$ cat config.mk
export PLATFORM = sky130hd
export DESIGN_NAME = fifo_ctrl_udp_loop_flat
export DESIGN_NICKNAME = d
export VERILOG_FILES = /design/src/rtl/fifo_ctrl_udp_loop_pkg.sv /design/src/rtl/fifo_ctrl_udp_loop_if.sv /design/src/rtl/fifo_ptr_udp_loop.sv /design/src/rtl/fifo_ctrl_udp_loop.sv /design/src/flat_wrapper.sv
export SDC_FILE = /design/constraint.sdc
export NUM_CORES = 1
export LEC_CHECK = 0
export ABC_AREA = 1
export BUFFER_PORTS_ARGS = -buffer_cell sky130_fd_sc_hd__buf_2
export CELL_PAD_IN_SITES_DETAIL_PLACEMENT = 0
export CELL_PAD_IN_SITES_GLOBAL_PLACEMENT = 2
export CORE_MARGIN = 5
export CORE_UTILIZATION = 25
export DETAILED_ROUTE_END_ITERATION = 10
export HOLD_SLACK_MARGIN = 0.03
export PLACE_DENSITY = 0.69
export SLEW_MARGIN = 20
export SYNTH_ARGS = -nofsm -noshare
export SYNTH_HDL_FRONTEND = slang
export SYNTH_HIERARCHICAL = 1
export SYNTH_SLANG_ARGS = --single-unit
$ cat constraint.sdc
create_clock -name clk -period 2.2 [get_ports clk]
set_input_delay 0.44 -clock clk [delete_from_list [all_inputs] [get_ports clk]]
set_output_delay 0.44 -clock clk [all_outputs]
set_load 0.1 [all_outputs]
$ cat src/rtl/fifo_ctrl_udp_loop_pkg.sv
// Shared sizing helpers and level defaults for the UDP loopback FIFO controller.
package fifo_ctrl_udp_loop_pkg;

    localparam int AE_DEFAULT = 2;

    // One extra MSB distinguishes full from empty when the low bits match.
    function automatic int ptr_width(input int addr_width);
        return addr_width + 1;
    endfunction

    function automatic int fifo_depth(input int addr_width);
        return 1 << addr_width;
    endfunction

    function automatic int af_default(input int addr_width);
        return fifo_depth(addr_width) - 2;
    endfunction

endpackage

$ cat src/rtl/fifo_ctrl_udp_loop_if.sv
// Request/status bundle between the FIFO user and the controller.
// FIFO_CTRL_ERR_FLAG_EN adds the sticky overflow/underflow flags.
interface fifo_ctrl_udp_loop_if
    import fifo_ctrl_udp_loop_pkg::*;
#(
    parameter int ADDR_WIDTH = 4
);
    localparam int PW = ptr_width(ADDR_WIDTH);

    logic                  wr_en;
    logic                  rd_en;
    logic                  ram_wr_en;
    logic [ADDR_WIDTH-1:0] ram_wr_addr;
    logic [ADDR_WIDTH-1:0] ram_rd_addr;
    logic                  rd_valid;
    logic                  full;
    logic                  empty;
    logic                  almost_full;
    logic                  almost_empty;
    logic [PW-1:0]         count;
`ifdef FIFO_CTRL_ERR_FLAG_EN
    logic                  overflow_err;
    logic                  underflow_err;
`endif

    modport master (
        output wr_en, rd_en,
`ifdef FIFO_CTRL_ERR_FLAG_EN
        input  overflow_err, underflow_err,
`endif
        input  ram_wr_en, ram_wr_addr, ram_rd_addr, rd_valid,
        input  full, empty, almost_full, almost_empty, count
    );

    modport slave (
        input  wr_en, rd_en,
`ifdef FIFO_CTRL_ERR_FLAG_EN
        output overflow_err, underflow_err,
`endif
        output ram_wr_en, ram_wr_addr, ram_rd_addr, rd_valid,
        output full, empty, almost_full, almost_empty, count
    );

endinterface

$ cat src/rtl/fifo_ptr_udp_loop.sv
// Wrapping FIFO pointer: advances by one per accepted operation, modulo 2**PW.
module fifo_ptr_udp_loop #(
    parameter int PW = 5
) (
    input  logic          clk,
    input  logic          rst,
    input  logic          inc,
    output logic [PW-1:0] ptr
);

    always_ff @(posedge clk) begin
        if (rst)
            ptr <= '0;
        else if (inc)
            ptr <= ptr + PW'(1);
    end

endmodule

$ cat src/rtl/fifo_ctrl_udp_loop.sv
// FIFO controller for the UDP loopback buffer: pointers, occupancy, flags and read-valid timing.
// Define FIFO_CTRL_ERR_FLAG_EN to add sticky overflow_err/underflow_err outputs.
module fifo_ctrl_udp_loop
    import fifo_ctrl_udp_loop_pkg::*;
#(
    parameter int ADDR_WIDTH = 4,
    parameter int OUT_REG    = 0,
    parameter int AF_LEVEL   = af_default(ADDR_WIDTH),
    parameter int AE_LEVEL   = AE_DEFAULT
) (
    input logic                clk,
    input logic                rst,
    fifo_ctrl_udp_loop_if.slave bus
);

    localparam int            PW   = ptr_width(ADDR_WIDTH);
    localparam logic [PW-1:0] AF_C = PW'(AF_LEVEL);
    localparam logic [PW-1:0] AE_C = PW'(AE_LEVEL);

    logic [PW-1:0] wr_ptr;
    logic [PW-1:0] rd_ptr;
    logic [PW-1:0] count_q;
    logic [PW-1:0] count_next;
    logic          empty_q;
    logic          af_q;
    logic          ae_q;
    logic          full_w;
    logic          wr_acc;
    logic          rd_acc;

    assign full_w = (wr_ptr[PW-1] != rd_ptr[PW-1]) &&
                    (wr_ptr[PW-2:0] == rd_ptr[PW-2:0]);

    // A reset cycle accepts nothing, so a request during rst never reaches the RAM.
    assign wr_acc = bus.wr_en & ~full_w & ~rst;
    assign rd_acc = bus.rd_en & ~empty_q & ~rst;

    fifo_ptr_udp_loop #(.PW(PW)) u_wr_ptr (
        .clk (clk),
        .rst (rst),
        .inc (wr_acc),
        .ptr (wr_ptr)
    );

    fifo_ptr_udp_loop #(.PW(PW)) u_rd_ptr (
        .clk (clk),
        .rst (rst),
        .inc (rd_acc),
        .ptr (rd_ptr)
    );

    always_comb begin
        count_next = count_q;
        case ({wr_acc, rd_acc})
            2'b10:   count_next = count_q + PW'(1);
            2'b01:   count_next = count_q - PW'(1);
            default: count_next = count_q;
        endcase
    end

    always_ff @(posedge clk) begin
        if (rst) begin
            count_q <= '0;
            empty_q <= 1'b1;
            af_q    <= (AF_LEVEL == 0);
            ae_q    <= 1'b1;
        end else begin
            count_q <= count_next;
            empty_q <= (count_next == '0);
            af_q    <= (count_next >= AF_C);
            ae_q    <= (count_next <= AE_C);
        end
    end

    generate
        if (OUT_REG == 0) begin : g_show_ahead
            assign bus.rd_valid = rd_acc;
        end else begin : g_out_reg
            logic rd_valid_q;
            always_ff @(posedge clk) begin
                if (rst)
                    rd_valid_q <= 1'b0;
                else
                    rd_valid_q <= rd_acc;
            end
            assign bus.rd_valid = rd_valid_q;
        end
    endgenerate

`ifdef FIFO_CTRL_ERR_FLAG_EN
    logic ovf_q;
    logic unf_q;
    always_ff @(posedge clk) begin
        if (rst) begin
            ovf_q <= 1'b0;
            unf_q <= 1'b0;
        end else begin
            ovf_q <= ovf_q | (bus.wr_en & full_w);
            unf_q <= unf_q | (bus.rd_en & empty_q);
        end
    end
    assign bus.overflow_err  = ovf_q;
    assign bus.underflow_err = unf_q;
`endif

    assign bus.ram_wr_en    = wr_acc;
    assign bus.ram_wr_addr  = wr_ptr[ADDR_WIDTH-1:0];
    assign bus.ram_rd_addr  = rd_ptr[ADDR_WIDTH-1:0];
    assign bus.full         = full_w;
    assign bus.empty        = empty_q;
    assign bus.almost_full  = af_q;
    assign bus.almost_empty = ae_q;
    assign bus.count        = count_q;

endmodule

$ cat src/flat_wrapper.sv
// flat-port wrapper written by rule: the top's interface ports become plain ports
module fifo_ctrl_udp_loop_flat import fifo_ctrl_udp_loop_pkg::*;
#(
    parameter int ADDR_WIDTH = 4,
    parameter int OUT_REG    = 0,
    parameter int AF_LEVEL   = af_default(ADDR_WIDTH),
    parameter int AE_LEVEL   = AE_DEFAULT
)
  (clk, rst, bus_wr_en, bus_rd_en, bus_ram_wr_en, bus_ram_wr_addr, bus_ram_rd_addr, bus_rd_valid, bus_full, bus_empty, bus_almost_full, bus_almost_empty, bus_count);
  fifo_ctrl_udp_loop_if #(.ADDR_WIDTH(ADDR_WIDTH)) bus_i ();
  input logic clk;
  input logic rst;
  input wire logic [$bits(bus_i.wr_en)-1:0] bus_wr_en;
  input wire logic [$bits(bus_i.rd_en)-1:0] bus_rd_en;
  output wire logic [$bits(bus_i.ram_wr_en)-1:0] bus_ram_wr_en;
  output wire logic [$bits(bus_i.ram_wr_addr)-1:0] bus_ram_wr_addr;
  output wire logic [$bits(bus_i.ram_rd_addr)-1:0] bus_ram_rd_addr;
  output wire logic [$bits(bus_i.rd_valid)-1:0] bus_rd_valid;
  output wire logic [$bits(bus_i.full)-1:0] bus_full;
  output wire logic [$bits(bus_i.empty)-1:0] bus_empty;
  output wire logic [$bits(bus_i.almost_full)-1:0] bus_almost_full;
  output wire logic [$bits(bus_i.almost_empty)-1:0] bus_almost_empty;
  output wire logic [$bits(bus_i.count)-1:0] bus_count;
  assign bus_i.wr_en = bus_wr_en;
  assign bus_i.rd_en = bus_rd_en;
  assign bus_ram_wr_en = bus_i.ram_wr_en;
  assign bus_ram_wr_addr = bus_i.ram_wr_addr;
  assign bus_ram_rd_addr = bus_i.ram_rd_addr;
  assign bus_rd_valid = bus_i.rd_valid;
  assign bus_full = bus_i.full;
  assign bus_empty = bus_i.empty;
  assign bus_almost_full = bus_i.almost_full;
  assign bus_almost_empty = bus_i.almost_empty;
  assign bus_count = bus_i.count;
  fifo_ctrl_udp_loop #(.ADDR_WIDTH(ADDR_WIDTH), .OUT_REG(OUT_REG), .AF_LEVEL(AF_LEVEL), .AE_LEVEL(AE_LEVEL)) u_core (.clk(clk), .rst(rst), .bus(bus_i));
endmodule
==> out/qor.yml <==
status: "finished clean"
gp_congestion: 0.806
worst-path-max-fanout: 4
synthTopCellsByArea: "dfxtp_1 (37%), nand2_1 (14%), ha_1 (7.7%), nor2_1 (6.9%), inv_1 (6.1%)"
htreeDepth: 1
drcViolationCount: 0
min_path_type: "flip-flop to flip-flop"
yosys.area.top_type: "dfxtp_1"
yosysMostFrequentCell: "nand2_1"
synth_seq_area_share: 0.368
critPathBufInv: 0
slew-limit-headroom: 0.675
pin_count: 23
first_pass_iters: 4
setup_tns_ns: 0
syn_inst: 140
antenna_found_initial: 0
maxSlewViolCount: 0
ctsRootBufferMaster: "clkbuf_8"
drtAntennaViolNets: 0
synth.cells.most_frequent: "nand2_1 (37), dfxtp_1 (18), nor2_1 (18)"
multi_input_area_um2: 643
diodes: 0
final_hold_viol_count: 0
min_period_ns: 2.15
cpMostUsedCell: "nand2_1"
track_usage: 0.0971
synth_ff_type: "dfxtp_1"
syn_nets: 151
clock_latency_ns: 0.25
clkTransAtPathRegs_ns: 0.07
slowest_delay_ns: 0.41
crit_type: "flip-flop to flip-flop"
synth_edf_count: 0
seq_area_um2: 392
numPortBuffers: 22
post-dp-hpwl_mm: 1.99
dieArea_um2: 5270
coreArea_um2: 3720
async_reset_ff_frac: 0
num_vias: 973
ir_drop_uv: 239
grt_max_degree: 11
rsz0062_at_grt: "true"
numCtsBuffers: 3
grt_pass1_vias: 909
wire_per_inst_um: 10.6
setup_viol_count_final: 0
grt_overflow: 0
wl_mm: 2.43
fill_cells: 414
ys_types: 18
path_cells: "xnor2_2 -> nand2_2 -> nor3_4 -> nor2_1 -> nand2_1 -> ha_4 -> fa_2 -> or2_1 -> o21ai_2 -> nand2_1 -> nor2_1 -> nand3_1 -> nand2_1"
drive_gt1_frac: 0.387
use_met3: 0.0262
worstPathArrival_ns: 2.35
fin_crit_sh: 0.977
clock_skew_ns: 0.000767
crit_family: "simple AND/OR/NAND/NOR gates"
finalNetCount: 193
synth-seq-cells: 18
max_cap_violations: 0
dpl_worst_slack_ns: 0.0476
crit_required_ns: 2.40
drt-initial-drc-count: 26
leakagePower_nw: 0.700
yosys_warnings: 6
die_h_um: 72.6
cts_max_path_buffers: 2
cp_slowest_cell: "fa_2"
fmax_mhz: 465
worst_slack_ns: 0.0510
tritoncts: "done"
syn_area_um2: 980
hold_buffers: 0
avgSynthCellArea_um2: 7.00
post_drt_via_cell_ratio: 4.25
fp.dieW_um: 72.6
grt_pass1_wl_mm: 4.07
use_met2: 0.145
worst_slew_pin_slew_ns: 0.491
cts_sinks: 18
whs_ns: 0.502
grt.busiest_layer: "met2"
initial_utilization: 0.264
area_growth_pct: 48.3
cellPowerDensity_nw_per_um2: 705
rows: 22
worstSetupEndpointType: "flip-flop"
synth_top_cell_area_share: 0.368
grtUsageMet1: 0.135
cp-start-kind: "flip-flop"
[repair_timing]
| item | 4_1_cts | 5_1_grt |
|---|---|---|
| setup endpoints to repair | 0 | 5 |
| gates resized for setup | 0 | 10 |
| setup buffers | 0 | 0 |
[routing by layer]
metal / share of wire / routed length, um / vias up
met5: 0 / 0 / -
met4: 0.0070 / 17 / 0
met3: 0.044 / 108 / 2
met2: 0.42 / 1020 / 12
met1: 0.53 / 1290 / 433
li1: - / - / 526
[tightest hold or removal path: stages, from the launching register on]
cell and delay, ns:
dfxtp_2 0.33, nor2_1 0.09, nor2_1 0.05
[flip-flops by register name, summed over array words and instances (netlist names)]
name,count
u_core/bus.almost_full,1
u_core/bus.empty,1
u_core/u_rd_ptr/ptr,5
u_core/bus.almost_empty,1
u_core/bus.count,5
u_core/u_wr_ptr/ptr,5
[where the power goes]
group | internal, mW | switching [mW]
Combinational | 0.107 | 0.313
Sequential | 0.346 | 0.0243
Clock | 0.128 | 0.107
[stage by stage]
| step | std cells | util | total power, mW | instance area (um2) |
|---|---|---|---|---|
| final | 229 | 0.391 | 1.02 | 1450 |
| after global routing | 229 | 0.391 | 1.09 | 1450 |
| after CTS | 229 | 0.380 | 1.03 | 1410 |
| after detailed placement | 225 | 0.368 | 0.787 | 1370 |
| after global placement | 225 | 0.368 | 0.787 | 1370 |
| after floorplan | 140 | - | 0.696 | 1050 |
[worst paths after layout]
check | endpoint | slack [ns] | start | depth (start not counted)
max | u_core/bus.empty$_SDFF_PP1_ | 0.05 | u_core/u_rd_ptr/ptr[1]$_SDFFE_PP0P_ | 13
min | u_core/u_rd_ptr/ptr[4]$_SDFFE_PP0P_ | 0.50 | u_core/u_rd_ptr/ptr[4]$_SDFFE_PP0P_ | 2
min reg2reg | u_core/u_rd_ptr/ptr[4]$_SDFFE_PP0P_ | 0.50 | u_core/u_rd_ptr/ptr[4]$_SDFFE_PP0P_ | 2
max reg2reg | u_core/bus.empty$_SDFF_PP1_ | 0.05 | u_core/u_rd_ptr/ptr[1]$_SDFFE_PP0P_ | 13
[logic make-up (layout without fill, tap and decap cells)]
kind of cell | after synthesis | count (layout) | share of synthesized area
flops | 18 | 18 | 0.368
compound gates | 18 | 18 | 0.0958
xor+xnor | 6 | 6 | 0.0536
buf+inv | 16 | 57 | 0.0613
simple gates | 75 | 75 | 0.324
fa+ha+maj | 7 | 7 | 0.0971
[layout by cell type, fill, tap and decap left out, types with 3 or more instances in the layout]
master    synthesis  final
buf_2             0     20
nand3_1           9      7
nor2_2            4      4
dfxtp_4           0      8
o21ai_0           7      6
nand2_2           2      4
nand2_1          37     35
a21oi_1           9      9
clkbuf_8          0      3
buf_4             0     15
inv_1            16     16
dfxtp_1          18      9
nor2_1           18     17
ha_1              6      5
[cell type report]
type,instances,area share
sequential,18,0.270
clock buffer,4,0.0310
tap,48,0.0413
inverter,16,0.0413
multi-input combinational,106,0.443
timing repair buffer,37,0.174
Power figures use the tool's default switching activity.
